==> src/rtl/mac_pe_if.sv <==
// Port bundle for one mac_pe tile: weight chain, activation and partial-sum links.
// The PE connects through the slave modport; whatever drives its inputs uses master.
interface mac_pe_if #(
  parameter int DATA_W = 8,
  parameter int ACC_W  = 32
);
  logic signed [DATA_W-1:0] w_in;
  logic                     w_valid;
  logic                     w_ready;
  logic signed [DATA_W-1:0] w_out;
  logic                     w_out_valid;
  logic                     w_swap;
  logic signed [DATA_W-1:0] a_in;
  logic                     a_valid_in;
  logic signed [DATA_W-1:0] a_out;
  logic                     a_valid_out;
  logic signed [ACC_W-1:0]  psum_in;
  logic                     psum_valid_in;
  logic signed [ACC_W-1:0]  psum_out;
  logic                     psum_valid_out;
  logic                     sat_flag;

  modport master (
    output w_in, w_valid, w_swap, a_in, a_valid_in, psum_in, psum_valid_in,
    input  w_ready, w_out, w_out_valid, a_out, a_valid_out, psum_out, psum_valid_out, sat_flag
  );

  modport slave (
    input  w_in, w_valid, w_swap, a_in, a_valid_in, psum_in, psum_valid_in,
    output w_ready, w_out, w_out_valid, a_out, a_valid_out, psum_out, psum_valid_out, sat_flag
  );
endinterface

==> src/rtl/mac_pe.sv <==
// Systolic-array MAC processing element with double-buffered (shadow/active) weight.
// Define MAC_PE_SATURATE_EN to clamp the accumulate on overflow instead of wrapping.
module mac_pe #(
  parameter int DATA_W = 8,
  parameter int ACC_W  = 32
) (
  input logic     clock,
  input logic     reset,
  mac_pe_if.slave bus
);
  localparam int PROD_W = 2 * DATA_W;

  typedef enum logic {EMPTY = 1'b0, FULL = 1'b1} w_state_t;

  w_state_t                 state_q, state_d;
  logic                     shadow_ld, swap_en, fwd_en;
  logic signed [DATA_W-1:0] w_shadow, w_active;
  logic signed [DATA_W-1:0] w_out_p1, a_p1;
  logic                     w_vld_p1, a_vld_p1, vld_p1;
  logic signed [ACC_W-1:0]  psum_p1;

  logic signed [PROD_W-1:0] a_ext_p0, w_ext_p0, prod_p0;
  logic signed [ACC_W-1:0]  p_ext_p0, s_p0, sum_p0;
  logic                     vld_p0;

  always_comb begin
    state_d   = state_q;
    shadow_ld = 1'b0;
    swap_en   = 1'b0;
    fwd_en    = 1'b0;
    case (state_q)
      EMPTY: begin
        if (bus.w_valid) begin
          shadow_ld = 1'b1;
          state_d   = FULL;
        end
      end
      FULL: begin
        // A swap frees the shadow; a same-cycle load refills it instead of forwarding.
        if (bus.w_swap) begin
          swap_en = 1'b1;
          if (bus.w_valid) shadow_ld = 1'b1;
          else             state_d   = EMPTY;
        end else if (bus.w_valid) begin
          fwd_en = 1'b1;
        end
      end
      default: state_d = EMPTY;
    endcase
  end

  always_ff @(posedge clock) begin
    if (reset) begin
      state_q  <= EMPTY;
      w_shadow <= '0;
      w_active <= '0;
      w_out_p1 <= '0;
      w_vld_p1 <= 1'b0;
    end else begin
      state_q  <= state_d;
      w_vld_p1 <= fwd_en;
      if (swap_en)   w_active <= w_shadow;
      if (shadow_ld) w_shadow <= bus.w_in;
      if (fwd_en)    w_out_p1 <= bus.w_in;
    end
  end

  // ---- p0: multiply and operand select (combinational from inputs) ----
  assign a_ext_p0 = {{DATA_W{bus.a_in[DATA_W-1]}}, bus.a_in};
  assign w_ext_p0 = {{DATA_W{w_active[DATA_W-1]}}, w_active};
  assign prod_p0  = a_ext_p0 * w_ext_p0;
  assign p_ext_p0 = bus.a_valid_in ? {{(ACC_W-PROD_W){prod_p0[PROD_W-1]}}, prod_p0} : '0;
  assign s_p0     = bus.psum_valid_in ? bus.psum_in : '0;
  assign vld_p0   = bus.a_valid_in | bus.psum_valid_in;

`ifdef MAC_PE_SATURATE_EN
  logic ovf_p0, sat_p1;

  function automatic logic signed [ACC_W-1:0] add_sat(
    input  logic signed [ACC_W-1:0] x,
    input  logic signed [ACC_W-1:0] y,
    output logic                    ovf
  );
    logic signed [ACC_W:0] wide;
    wide = {x[ACC_W-1], x} + {y[ACC_W-1], y};
    ovf  = wide[ACC_W] ^ wide[ACC_W-1];
    if (!ovf)            add_sat = wide[ACC_W-1:0];
    else if (wide[ACC_W]) add_sat = {1'b1, {(ACC_W-1){1'b0}}};
    else                 add_sat = {1'b0, {(ACC_W-1){1'b1}}};
  endfunction

  always_comb begin
    ovf_p0 = 1'b0;
    sum_p0 = add_sat(p_ext_p0, s_p0, ovf_p0);
  end

  always_ff @(posedge clock) begin
    if (reset) sat_p1 <= 1'b0;
    else       sat_p1 <= vld_p0 & ovf_p0;
  end

  assign bus.sat_flag = sat_p1;
`else
  function automatic logic signed [ACC_W-1:0] add_wrap(
    input logic signed [ACC_W-1:0] x,
    input logic signed [ACC_W-1:0] y
  );
    add_wrap = x + y;
  endfunction

  assign sum_p0       = add_wrap(p_ext_p0, s_p0);
  assign bus.sat_flag = 1'b0;
`endif

  // ---- p1: registered outputs; psum holds when nothing valid arrives ----
  always_ff @(posedge clock) begin
    if (reset) begin
      a_p1     <= '0;
      a_vld_p1 <= 1'b0;
      psum_p1  <= '0;
      vld_p1   <= 1'b0;
    end else begin
      a_p1     <= bus.a_in;
      a_vld_p1 <= bus.a_valid_in;
      vld_p1   <= vld_p0;
      if (vld_p0) psum_p1 <= sum_p0;
    end
  end

  assign bus.w_ready        = (state_q == EMPTY);
  assign bus.w_out          = w_out_p1;
  assign bus.w_out_valid    = w_vld_p1;
  assign bus.a_out          = a_p1;
  assign bus.a_valid_out    = a_vld_p1;
  assign bus.psum_out       = psum_p1;
  assign bus.psum_valid_out = vld_p1;
endmodule
==> src/flat_wrapper.sv <==
// flat-port wrapper written by rule: the top's interface ports become plain ports
module mac_pe_flat 
#(
  parameter int DATA_W = 8,
  parameter int ACC_W  = 32
)
  (clock, reset, bus_w_in, bus_w_valid, bus_w_swap, bus_a_in, bus_a_valid_in, bus_psum_in, bus_psum_valid_in, bus_w_ready, bus_w_out, bus_w_out_valid, bus_a_out, bus_a_valid_out, bus_psum_out, bus_psum_valid_out, bus_sat_flag);
  mac_pe_if #(.DATA_W(DATA_W), .ACC_W(ACC_W)) bus_i ();
  input logic clock;
  input logic reset;
  input wire logic [$bits(bus_i.w_in)-1:0] bus_w_in;
  input wire logic [$bits(bus_i.w_valid)-1:0] bus_w_valid;
  input wire logic [$bits(bus_i.w_swap)-1:0] bus_w_swap;
  input wire logic [$bits(bus_i.a_in)-1:0] bus_a_in;
  input wire logic [$bits(bus_i.a_valid_in)-1:0] bus_a_valid_in;
  input wire logic [$bits(bus_i.psum_in)-1:0] bus_psum_in;
  input wire logic [$bits(bus_i.psum_valid_in)-1:0] bus_psum_valid_in;
  output wire logic [$bits(bus_i.w_ready)-1:0] bus_w_ready;
  output wire logic [$bits(bus_i.w_out)-1:0] bus_w_out;
  output wire logic [$bits(bus_i.w_out_valid)-1:0] bus_w_out_valid;
  output wire logic [$bits(bus_i.a_out)-1:0] bus_a_out;
  output wire logic [$bits(bus_i.a_valid_out)-1:0] bus_a_valid_out;
  output wire logic [$bits(bus_i.psum_out)-1:0] bus_psum_out;
  output wire logic [$bits(bus_i.psum_valid_out)-1:0] bus_psum_valid_out;
  output wire logic [$bits(bus_i.sat_flag)-1:0] bus_sat_flag;
  assign bus_i.w_in = bus_w_in;
  assign bus_i.w_valid = bus_w_valid;
  assign bus_i.w_swap = bus_w_swap;
  assign bus_i.a_in = bus_a_in;
  assign bus_i.a_valid_in = bus_a_valid_in;
  assign bus_i.psum_in = bus_psum_in;
  assign bus_i.psum_valid_in = bus_psum_valid_in;
  assign bus_w_ready = bus_i.w_ready;
  assign bus_w_out = bus_i.w_out;
  assign bus_w_out_valid = bus_i.w_out_valid;
  assign bus_a_out = bus_i.a_out;
  assign bus_a_valid_out = bus_i.a_valid_out;
  assign bus_psum_out = bus_i.psum_out;
  assign bus_psum_valid_out = bus_i.psum_valid_out;
  assign bus_sat_flag = bus_i.sat_flag;
  mac_pe #(.DATA_W(DATA_W), .ACC_W(ACC_W)) u_core (.clock(clock), .reset(reset), .bus(bus_i));
endmodule
==> config.mk <==
export PLATFORM = sky130hd
export DESIGN_NAME = mac_pe_flat
export DESIGN_NICKNAME = d
export VERILOG_FILES = /design/src/rtl/mac_pe_if.sv /design/src/rtl/mac_pe.sv /design/src/flat_wrapper.sv
export SDC_FILE = /design/constraint.sdc
export NUM_CORES = 1
export LEC_CHECK = 0
export BUFFER_PORTS_ARGS = -buffer_cell sky130_fd_sc_hd__buf_4
export CORE_MARGIN = 1
export CORE_UTILIZATION = 50
export DETAILED_ROUTE_END_ITERATION = 10
export HOLD_SLACK_MARGIN = 0.06
export PLACE_DENSITY = 0.72
export SYNTH_ARGS = -nofsm -noshare
export SYNTH_HDL_FRONTEND = slang
export SYNTH_SLANG_ARGS = --single-unit
==> constraint.sdc <==
create_clock -name clock -period 16.8 [get_ports clock]
set_clock_uncertainty 0.05 [all_clocks]
set_input_delay 4.2 -clock clock [delete_from_list [all_inputs] [get_ports clock]]
set_output_delay 4.2 -clock clock [all_outputs]
set_load 0.01 [all_outputs]
## Word level (Yosys, flattened, before mapping)

Index checks and enable logic that the tools add are counted.

- Register bits after elaboration: 68
- Output and inout port bits: 53
- Input bits: 54
- Logic and storage cells: 24

- Add/sub/neg operators: 1
- $mul: 1
- Mux-type cells: 11
- Bitwise logic cells: 2

Operators with widths:

| kind | number |
|---|---|
| 32-bit two-way mux | 2 |
| 32-bit adder | 1 |
| 8-bit by 8-bit multiplier with 16-bit output | 1 |
| 1-bit two-way mux | 7 |
| 1-bit case mux with 2 select lines | 2 |
| 1-bit inverter | 1 |
| 1-bit OR | 1 |

## Depth between registers and ports, before layout

- Word-level depth: 3
- Mapped depth: 29
- Depth with buffers taken out: 29

## Worst setup path before layout

No wires, ideal clock.

- Kind: input to register
- Start: in bus_a_in[7]
- End: reg u_core.psum_p1[24], in the netlist u_core.bus.psum_out[24]
- Data arrival time: 10193 ps
- Library setup time: 58 ps
- Setup slack: 6499 ps
- Path buffers: 0
- Data required time: 16692 ps
- Stages: 26
- Cells stage by stage: and2_1 -> ha_1 -> inv_1 -> fa_1 -> inv_1 -> fa_1 -> inv_1 -> fa_1 -> inv_1 -> ha_1 -> or2_1 -> a21oi_1 -> a211oi_1 -> o41ai_1 -> xnor2_1 -> and2_1 -> ha_1 -> a21o_1 -> a21o_1 -> a211oi_1 -> a31oi_1 -> a21boi_1 -> o21bai_1 -> a21o_1 -> nor4b_1 -> a211o_1

- Longest elaborated chain between the ends: 3

Ends and longest elaborated chain:

| element | RTL line | source |
|---|---|---|
| start, declared | flat_wrapper.sv:14 | `input wire logic [$bits(bus_i.a_in)-1:0] bus_a_in;` |
| 8-bit by 8-bit multiplier with 16-bit output | mac_pe.sv:71 | `assign prod_p0 = a_ext_p0 * w_ext_p0;` |
| 32-bit two-way mux | mac_pe.sv:72 | `assign p_ext_p0 = bus.a_valid_in ? {{(ACC_W-PROD_W){prod_p0[PROD_W-1]}}, prod_p0} : '0;` |
| 32-bit adder | mac_pe.sv:108 | `add_wrap = x + y;` |
| end signal, assigned | mac_pe.sv:126 | `if (vld_p0) psum_p1 <= sum_p0;` |
| end, declared | mac_pe.sv:20 | `logic signed [ACC_W-1:0] psum_p1;` |

No other way between the ends.
A chain may end at the register's enable or synchronous reset.

## Worst setup path in the final report

Ends and elaborated chain as after synthesis.

==> flow_summary.ini <==
[sta]
fin_crit_ns = 10.61
tightest_slew_ns = 0.875
post-route-period-util_pct = 63.2
setup_tns_ns = 0
timing.fmax_mhz = 94.2
rsz0062_at_grt = false
finalSetupViolCount = 0
slew_headroom_pct = 41.3
hold_viol_final = 0
slew_violations = 0

[logic_synthesis]
ys_ff_latch = 68
ys_seq_area_share_pct = 20.6
yosys-top-cells-area = dfxtp_1, fa_1, ha_1
synth_edf_count = 0
synth.distinct_cells = 56
synth.largest_area_cell = dfxtp_1
syn_nets = 971
yosysWarnings = 0
synth_top_area_share_pct = 20.6
synthCells = 801
syn_area_per_cell_sq_um = 8.25
async_reset_ff_share_pct = 0
synth_area_sq_um = 6610
synth_ff_type = dfxtp_1

[floorplanning]
std_cell_rows = 41
start_util_pct = 51.8
num_io_pins = 107
dieArea_sq_um = 13700
core_sq_um = 12800
die_w_um = 117
die_h_um = 117

[global_route]
antenna_found_initial = 0
grt_pass1_vias = 5409
track_usage_pct = 23.6
grt_max_degree = 72
grt-ovfl-total = 0
grt_pass1_wl_um = 25000

[cts]
cts_made_buffers = 9
clockRootBuffer = clkbuf_16
postCtsSetupBuffers = 0
clkTransAtPathRegs_ns = 0.06
cts_tree = done
ctsHoldBuffers = 0
clockBufferDepth = 2
cts_resized = 0
clock-sinks = 68
clock_latency_ns = 0.35
htreeDepth = 3

[critical_path]
cpMostUsedCell = inv_1
cp_max_fo = 17
crit_path_end_kind = flip-flop
path_delay_family = adder cells
r2r_start = u_core.w_active[7]
crit_path_max_incr_delay_ns = 0.62
path_buf_inv = 5
r2r_setup_slack_ns = 9.69
critPathKind = input pin to flip-flop
cp-start-kind = input pin
slowest_stage = and2_1
arrival_ns = 10.85
required_ns = 17.04
critPathLaunch = bus_a_in[7]

[power]
combPwrFrac_pct = 19.8
finalPower_uw = 487
p_sw_share_pct = 28.3
internal-power_uw = 350
peakVddDrop_uv = 62.1
p_leak_uw = 0.00390
clock_power_share_pct = 44.1
switching_power_uw = 138
seq_power_share_pct = 36.1
p_per_area_nw_per_um2 = 62.0

[hold_path]
hold_path_startpoint = u_core.bus.psum_out[21]
hp-class = flip-flop to flip-flop

[placement]
port_buffers = 105
dp_cells = 1055
place_hpwl_um = 11700
gp_congestion = 0.890

[finish]
synthToLayoutAreaGrowth_pct = 18.9
drive_above_1_share_pct = 14.7
num-nets-final = 1064
layout_common_cells = buf_4, inv_1, and2_1
fin_cells = 1071
layout_commonest_cell = buf_4
fillers = 1164
diodes = 0

[detailed_routing]
drt_iter0_markers = 217
vias = 5602
route.antenna.remaining_nets = 0
drcViolationCount = 0
vias_per_cell = 5.23
drt-total-wl_um = 15100
dr.pass1.iters = 4
wl_per_cell_um = 14.1

[job]
maxCapViolations = 0

[status]
status = finished, final reports clean
## worst reg2reg max path, stage by stage (launching register included)
cell and delay [ns]:
dfxtp_1 0.55, nor2b_1 0.25, fa_1 0.44, fa_1 0.53, fa_1 0.55, inv_1 0.05, fa_1 0.53, inv_1 0.04
ha_1 0.33, or2_1 0.24, a21oi_1 0.18, a211oi_1 0.10, o41ai_1 0.40, xnor2_1 0.16, and2_1 0.62, ha_1 0.41
a21o_1 0.20, a21o_1 0.18, a211oi_1 0.23, a31oi_1 0.13, a21boi_1 0.25, o21bai_1 0.09, a21o_1 0.19, nor4b_1 0.24
a211o_1 0.15
## sequential cells by signal, summed over array words and instances, names as in the netlist
name,flops
u_core.bus.a_out,8
u_core.bus.a_valid_out,1
u_core.bus.psum_out,32
u_core.bus.psum_valid_out,1
u_core.bus.w_out,8
u_core.bus.w_out_valid,1
u_core.state_q,1
u_core.w_active,8
u_core.w_shadow,8
## logic make-up after synthesis
kind of cell | synth area share [%]
multiplexers | 1.38
other | 0.0567
AO/OA/AOI/OAI | 14.8
flip-flops | 20.6
adder cells (fa/ha/maj) | 28.3
XOR/XNOR | 5.17
AND/OR/NAND/NOR | 22.7
buffers and inverters | 7.00
## layer usage
layer	global-route usage, %	vias to the layer above	wire length [um]
li1	-	2825	-
met1	31.6	2640	7250
met2	38.7	117	6970
met3	4.43	20	659
met4	7.00	0	218
met5	0	-	0
## cells in the mapped netlist, drive strengths merged, types with 2 or more instances
| library cell | count |
|---|---|
| nand2 | 84 |
| a21o | 17 |
| dfxtp | 68 |
| xnor2 | 23 |
| or4 | 2 |
| a211oi | 12 |
| o21a | 2 |
| nor2b | 20 |
| or2 | 3 |
| o31a | 2 |
| nor3 | 11 |
| o21bai | 6 |
| a21boi | 5 |
| buf | 4 |
| and3 | 7 |
| o41ai | 3 |
| mux2i | 8 |
| clkbuf | 20 |
| ha | 60 |
| nand3 | 25 |
| o31ai | 2 |
| nand2b | 5 |
| or3 | 2 |
| a31oi | 5 |
| inv | 97 |
| nor4b | 3 |
| and2 | 87 |
| fa | 56 |
| a21oi | 65 |
| nand4 | 4 |
| a211o | 2 |
| nor2 | 39 |
| xor2 | 16 |
| o21ai | 21 |
| o211ai | 3 |
## final cells by class
type                       count  area, sq um  share of cell area (%)
multi-input combinational    611         4790                    60.9
sequential                    68         1360                    17.3
timing repair buffer         106          796                    10.1
inverter                      98          368                    4.68
clock buffer                  10          239                    3.04
tap                          172          215                    2.74
clock inverter                 6         95.1                    1.21
## power by group through the flow
stage | Clock (uW) | Sequential [uW] | Combinational, uW
floorplan | 0 | 181 | 57.7
global placement | 0 | 179 | 95.4
detailed placement | 0 | 179 | 96.7
CTS | 219 | 176 | 97.2
global route | 225 | 177 | 108
finish | 215 | 176 | 96.5
## stage by stage
stage / worst slack [ns] / utilization [%] / hold WS (ns) / instance area, sq um
after global placement: 5.97 / 58.9 / 0.392 / 7530
after detailed placement: 5.76 / 58.9 / 0.399 / 7530
after global routing: 5.69 / 61.6 / 0.425 / 7860
final: 6.19 / 61.6 / 0.406 / 7860
after floorplan: 6.50 / - / 0.393 / 6610
after CTS: 6.13 / 61.6 / 0.408 / 7860
## path summary, 6_finish.rpt
path         cells past startpoint                       to
max                             27  u_core.bus.psum_out[24]
max reg2reg                     24  u_core.bus.psum_out[24]
min reg2reg                      2  u_core.bus.psum_out[21]
min                              2  u_core.bus.psum_out[21]
Note: power is estimated with default switching activity, not from simulation.
